`src/rtl/risc_datapath.sv`:
```
// Datapath for the 8-bit accumulator RISC: 32x8 memory, IR, PC, AC, operand register and ALU,
// sequenced by a free-running phase counter. Optional strobe checker under DP_PROTOCOL_CHK_EN.
module risc_datapath (
  input  logic       clk,
  input  logic       rst_,
  input  logic       mem_rd,
  input  logic       load_ir,
  input  logic       halt,
  input  logic       inc_pc,
  input  logic       load_ac,
  input  logic       load_pc,
  input  logic       mem_wr,
  input  logic       prog_we,
  input  logic [4:0] prog_addr,
  input  logic [7:0] prog_data,
  output logic [2:0] opcode,
  output logic       zero,
  output logic [4:0] pc,
  output logic [7:0] ac,
  output logic       halted,
  output logic       proto_err
);

  localparam logic [2:0] OP_ADD = 3'b000;
  localparam logic [2:0] OP_AND = 3'b001;
  localparam logic [2:0] OP_XOR = 3'b010;
  localparam logic [2:0] OP_LDA = 3'b011;
  localparam logic [2:0] OP_JMP = 3'b101;

  localparam logic [2:0] PH_OP_FETCH = 3'd5;
  localparam logic [2:0] PH_ALU_OP   = 3'd6;

  logic [2:0]  phase;
  logic [7:0]  ir, opnd, alu_res, rdata;
  logic [4:0]  addr;
  logic [31:0][7:0] mem;
  logic        run;

  assign run    = !halted;
  assign opcode = ir[7:5];
  assign zero   = (ac == 8'h00);
  // first half of the instruction addresses via PC, second half via the IR operand field
  assign addr   = phase[2] ? ir[4:0] : pc;
  assign rdata  = mem_rd ? mem[addr] : 8'h00;

  always_comb begin
    alu_res = ac;
    case (opcode)
      OP_ADD:  alu_res = ac + opnd;
      OP_AND:  alu_res = ac & opnd;
      OP_XOR:  alu_res = ac ^ opnd;
      OP_LDA:  alu_res = opnd;
      default: alu_res = ac;
    endcase
  end

  always_ff @(posedge clk or negedge rst_) begin
    if (!rst_) begin
      phase  <= '0;
      halted <= 1'b0;
      ir     <= '0;
      opnd   <= '0;
      ac     <= '0;
      pc     <= '0;
    end else begin
      phase <= phase + 3'd1;
      if (halt) halted <= 1'b1;
      // strobes arriving with halt still land; halted gates from the next cycle on
      if (run) begin
        if (load_ir) ir <= rdata;
        if (load_ac && phase == PH_OP_FETCH) opnd <= rdata;
        if (load_ac && phase == PH_ALU_OP)   ac   <= alu_res;
        if (inc_pc)                          pc   <= pc + 5'd1;
        else if (load_pc && opcode == OP_JMP) pc  <= ir[4:0];
      end
    end
  end

  // memory is not reset; boot writes take priority over STO on an address clash
  always_ff @(posedge clk) begin
    for (int i = 0; i < 32; i++) begin
      if (prog_we && prog_addr == 5'(i))           mem[i] <= prog_data;
      else if (run && mem_wr && ir[4:0] == 5'(i)) mem[i] <= ac;
    end
  end

`ifdef DP_PROTOCOL_CHK_EN
  logic viol;
  assign viol = (mem_rd && mem_wr)
             || (load_ir && phase != 3'd2)
             || (mem_wr  && phase != 3'd7)
             || (load_pc && phase != PH_ALU_OP);

  always_ff @(posedge clk or negedge rst_) begin
    if (!rst_)     proto_err <= 1'b0;
    else if (viol) proto_err <= 1'b1;
  end
`else
  assign proto_err = 1'b0;
`endif

endmodule

```
`config.mk`:
```
export PLATFORM = sky130hd
export DESIGN_NAME = risc_datapath
export DESIGN_NICKNAME = d
export VERILOG_FILES = /design/src/rtl/risc_datapath.sv
export SDC_FILE = /design/constraint.sdc
export NUM_CORES = 1
export LEC_CHECK = 0
export CAP_MARGIN = 20
export CELL_PAD_IN_SITES_DETAIL_PLACEMENT = 0
export CELL_PAD_IN_SITES_GLOBAL_PLACEMENT = 1
export CORE_MARGIN = 4
export CORE_UTILIZATION = 41
export DETAILED_ROUTE_END_ITERATION = 6
export PLACE_DENSITY = 0.68
export SYNTH_ARGS = -nofsm -noshare
export SYNTH_HDL_FRONTEND = slang
export SYNTH_SLANG_ARGS = --single-unit
```
`constraint.sdc`:
```
create_clock -name clk -period 2.3 [get_ports clk]
set_input_delay 0.46 -clock clk [delete_from_list [all_inputs] [get_ports clk]]
set_output_delay 0.46 -clock clk [all_outputs]
set_load 0.005 [all_outputs]
```
# Word-level counts from Yosys, hierarchy flattened
# Index checks and enable logic that the tools add are counted.
word_totals:
  ff_bits: 289
  in_bits: 23
  out_inout_bits: 19
  elab_cells: 295
op_classes:
  addsub: 3
  n_lt_le_gt_ge: 1
  n_eq_ne: 68
  muxes: 71
  bitwise_logic: 3
  reduce_logical: 111
op_table:
  columns: ["operator", "n"]
  rows:
  - ["$mux 8", 66]
  - ["$eq 5x5->1 const B", 32]
  - ["$eq 5x4->1 const B", 16]
  - ["$logic_and 1x1->1", 68]
  - ["$reduce_bool 2->1", 33]
  - ["$bmux 8 s5", 1]
  - ["$eq 5x3->1 const B", 8]
  - ["$pmux 8 s4", 1]
  - ["$eq 5x2->1 const B", 4]
  - ["$mux 5", 3]
  - ["$eq 5x1->1 const B", 2]
  - ["$logic_not 5->1", 2]
  - ["$eq 3x3->1 const B", 3]
  - ["$add 8x8->8", 1]
  - ["$and 8x8->8", 1]
  - ["$logic_not 8->1", 1]
  - ["$xor 8x8->8", 1]
  - ["$eq 3x2->1 const B", 2]
  - ["$lt 5x6->1 const B", 1]
  - ["$reduce_and 2->1", 3]
  - ["$add 5x1->5 const B", 1]
  - ["$reduce_bool 4->1", 1]
  - ["$add 3x1->3 const B", 1]
  - ["$eq 3x1->1 const B", 1]
  - ["4 further kinds", 4]

# Logic depth before layout (Yosys ltp)
depth:
  ltp_word: 5
  ltp_mapped: 10
  depth_no_buf: 9

# Worst setup path after synthesis
# No wires, ideal clock.
synth_timing:
  path_kind: "register to register"
  startpoint: "reg ir[0]"
  endpoint: "reg mem[100] (netlist name) (enable)"
  setup_ns: 0.384
  arrival_ns: 1.948
  setup_slack_ns: -0.032
  stages_incl_launch_ff: 7
  n_path_buf: 4
  synth_period_minus_slack_ns: 2.332
  cell_sequence: "dfrtp_1 buf_4 buf_2 clkbuf_1 or2_2 clkbuf_1 o21ai_0"
synth_between:
  elab_chain_cells: 3
synth_rtl:
  columns: ["item", "line", "rtl"]
  rows:
  - ["start: declaration", "34", "logic [7:0] ir, opnd, alu_res, rdata;"]
  - ["start signal: assignment", "70", "if (load_ir) ir <= rdata;"]
  - ["$eq 5x4->1", "83", "else if (run && mem_wr && ir[4:0] == 5'(i)) mem[i] <= ac;"]
  - ["$logic_and 1x1->1", "83", null]
  - ["$reduce_bool 2->1 (no line)", null, null]
  - ["end signal: indexed assignment", "82", "if (prog_we && prog_addr == 5'(i)) mem[i] <= prog_data;"]
  - ["end: declaration", "36", "logic [31:0][7:0] mem;"]
# No other way between the ends.
# A chain may end at the register's enable or synchronous reset.

# Final worst setup path
layout_timing:
  startpoint: "reg phase[2]"
  endpoint: "reg opnd[3]"
layout_between:
  elab_chain_cells: 4
  elab_cells_between_ends: 7
layout_rtl:
  columns: ["item", "line", "rtl"]
  rows:
  - ["start: declaration", "33", "logic [2:0] phase;"]
  - ["start signal: assignment", "66", "phase <= phase + 3'd1;"]
  - ["$mux 5", "43", "assign addr = phase[2] ? ir[4:0] : pc;"]
  - ["$bmux 8 s5", "44", "assign rdata = mem_rd ? mem[addr] : 8'h00;"]
  - ["$mux 8 (not written as such)", "44", null]
  - ["$mux 8", "44", null]
  - ["end signal: assignment", "71", "if (load_ac && phase == PH_OP_FETCH) opnd <= rdata;"]
  - ["end: declaration", "34", null]
# Several ways; a longest one is shown, not always the timed one. The select of a mux whose other input is x is not followed.

==> summary.txt <==
Clock tree
  • Cts-stage hold buffer count: 0
  • H-tree levels: 2
  • CTS root buf: clkbuf_16
  • Clock-pin slew on the worst setup and hold paths: 0.06 ns
  • CTS tree: yes
  • Clk sinks: 289
  • Worst-case clock buffer depth: 3
  • Total CTS buffers: 36
  • Worst-Skew Late Latency: 0.56 ns

Global route
  • Largest net degree at the start of global routing: 36
  • Initial antenna violation count: 1
  • First-pass GRT wire length: 94.0 mm
  • Vias in the first global route: 14,400
  • GRT Util Overall: 26.9%
  • Grt total ovfl: 0

Timing
  • Final Hold Fails: 1
  • Fin crit period: 2.32 ns
  • Hold_ws: -0.000783 ns
  • Final period util: 101%
  • Max_slew headroom: 29.9%
  • Worst Skew: 0.0267 ns
  • RSZ-0062 raised after global routing: true
  • Fmax: 0.431 GHz
  • Final Setup Violations: 3
  • Final Max Slew Viols: 0
  • Final setup margin: -0.0193 ns
  • Worst-margin pin slew: 1.05 ns

Place
  • DP Wirelength: 42.7 mm
  • Final Wtd Congestion: 0.967
  • Setup WS pre-CTS: -0.294 ns
  • Placed inst area: 0.0203 sq mm
  • Port Buffers: 40

Detailed routing
  • Final ANT Viol Nets: 0
  • Routed WL: 64.7 mm
  • Wire per inst: 26.9 um
  • Vias per cell: 6.14
  • DRC violations left: 0
  • Total number of vias: 14,800
  • Detailed-router iteration count before antenna repair: 5
  • Detailed Route Iter0 Violations: 1,594

Run
  • Max capacitance violation total: 0

Synth
  • FF+latch count, synth: 289
  • Yosys warns: 0
  • Post-Syn Area: 0.0175 sq mm
  • Number of flops mapped to enable cells by yosys: 256
  • Register area share after synthesis: 48.5%
  • Syn Area/Cell: 10.6 sq um
  • Count of cell types in the netlist: 72
  • Ranking of synthesized cells by area: edfxtp_1 44%, mux2_2 15%, dfrtp_1 4.7%
  • Synth async-reset ratio: 11.4%
  • Syn Inst Count: 1,649
  • Synth area leader: edfxtp_1
  • Mapped Nets: 1,685
  • Dominant cell by count in the synthesized netlist: edfxtp_1
  • Primary FF master, synth: edfxtp_1
  • Top post-synthesis cells by count: 256 x edfxtp_1, 231 x mux2_2, 196 x nand2_1
  • Synth top area share: 43.8%

Floorplan
  • I/O pin cnt: 42
  • Core Region: 0.0421 sq mm
  • Die width: 215 um
  • Row count: 75
  • Initial core utilization: 41.6%
  • Die Area: 0.0462 sq mm
  • DIE HEIGHT: 215 um

Worst setup path
  • CP Launch Type: flop
  • Max incr delay on CP: 0.39 ns
  • CP max stage cell: dfrtp_1
  • CP endpoint kind: flop
  • Critical path, cell by cell: buf_12, buf_4, mux2i_4, buf_12, and2_1, o211ai_1, a2bb2oi_1, buf_4, o211ai_1, nand3_1
  • Critical Path Fanout Max: 26
  • Worst endpoint required time: 2.72 ns
  • Data arrival, critical path: 2.74 ns
  • WP buf/inv: 4
  • CP delay by family, top: buffers and inverters
  • Worst Setup Path Type: reg2reg

Run status
  • Status: finished, violations left
  • Failing checks: hold timing, setup timing

Layout
  • Fill cell count: 3,740
  • Share of cells above drive strength 1: 33.6%
  • Final Cell Area: 0.0219 sq mm
  • Final Net Count: 1,883
  • Post-layout util: 52.1%
  • P&R area growth vs syn: 25.1%

Min path
  • Worst hold path type: in2async

Power
  • PD cells: 641 mW/mm^2
  • Leakage: 8.34 nW
  • Overall Power: 0.0141 W
  • Max VDD drop: 0.000355 V
-- power by group --
| part | leakage (nW) | switching [W] | internal, W |
|---|---|---|---|
| clock | 0.563 | 0.00229 | 0.00350 |
| sequential | 2.77 | 0.0000641 | 0.00571 |
| combinational | 5.01 | 0.00150 | 0.00101 |
| total | 8.34 | 0.00385 | 0.0102 |
-- stage by stage --
step           TNS [ns]  cells
2_1_floorplan     -1.80   1649
3_3_place_gp     -27.19   2335
3_5_place_dp     -30.16   2335
4_1_cts               0   2405
5_1_grt          -0.159   2409
6_report        -0.0316   2410
-- path summary, 6_finish.rpt --
check	from	slack, ns	depth (start not counted)	end
min reg2reg	phase[0]	0.49	1	phase[0]
max reg2reg	phase[2]	-0.02	10	opnd[3]
max	phase[2]	-0.02	10	opnd[3]
min	rst_	-0.0008	1	ac[2]
min in group clk	halt	0.49	2	halted
max in group asynchronous	rst_	1.67	1	pc[0]
-- placed cells by master, fill, tap and decap left out, types with 5 or more instances in the layout --
master and n:
edfxtp_1 256, mux2_2 230, buf_4 219, nand2_1 195, a21oi_1 112, o21ai_0 88
nor2b_1 62, o211ai_1 48, nor2_1 44, buf_12 43, clkbuf_16 39, clkdlybuf4s50_1 38
o22ai_1 37, a22oi_1 37, nand3_1 34, inv_1 30, a211oi_1 29, dfrtp_1 29
a31oi_1 28, and2_1 21, or3_1 17, nand2b_1 16, mux2_1 16, o21ai_1 12
ha_1 12, a22oi_2 11, mux2i_1 9, o21bai_1 8, o21ba_2 8, o22ai_2 8
clkbuf_1 8, nor2_2 7, nor3_1 6, o32a_1 6, bufinv_16 5, clkinv_2 5
-- logic make-up (layout without fill, tap and decap cells) --
group,count (synthesis),after routing,share of synthesized area [%]
compound gates,471,471,17.2
xor+xnor,4,4,0.200
fa+ha+maj,13,13,0.970
buf+inv,183,404,4.81
flops,289,289,48.5
mux,257,257,16.4
other cells,1,2,0.0214
simple gates,431,431,11.9
-- what timing repair did --
item                                    4_1_cts  5_1_grt
buffers inserted                              7        2
gates cloned                                  2        2
endpoints found under the setup margin       20       24
gates resized for setup                      37       36
pin swaps                                     5       11
-- final cells by class --
type | count | area, sq um | area share, %
sequential | 289 | 8520 | 38.8
multi-input combinational | 1177 | 8400 | 38.3
timing repair buffer | 310 | 3060 | 13.9
clock buffer | 45 | 956 | 4.36
tap | 539 | 674 | 3.07
clock inverter | 16 | 214 | 0.975
inverter | 33 | 124 | 0.564
antenna | 1 | 2.50 | 0.0114
-- flip-flops by register name (all words and copies together) (netlist names) --
signal / count
halted: 1
ir: 8
mem: 256
opnd: 8
pc: 5
phase: 3
ac: 8
-- layer usage --
layer,GRT usage [%],routed length (um)
met5,0,0
met3,6.00,5750
met1,36.1,27100
met2,42.9,29400
met4,10.3,2520
No activity file was read; power rests on OpenSTA's default activity.
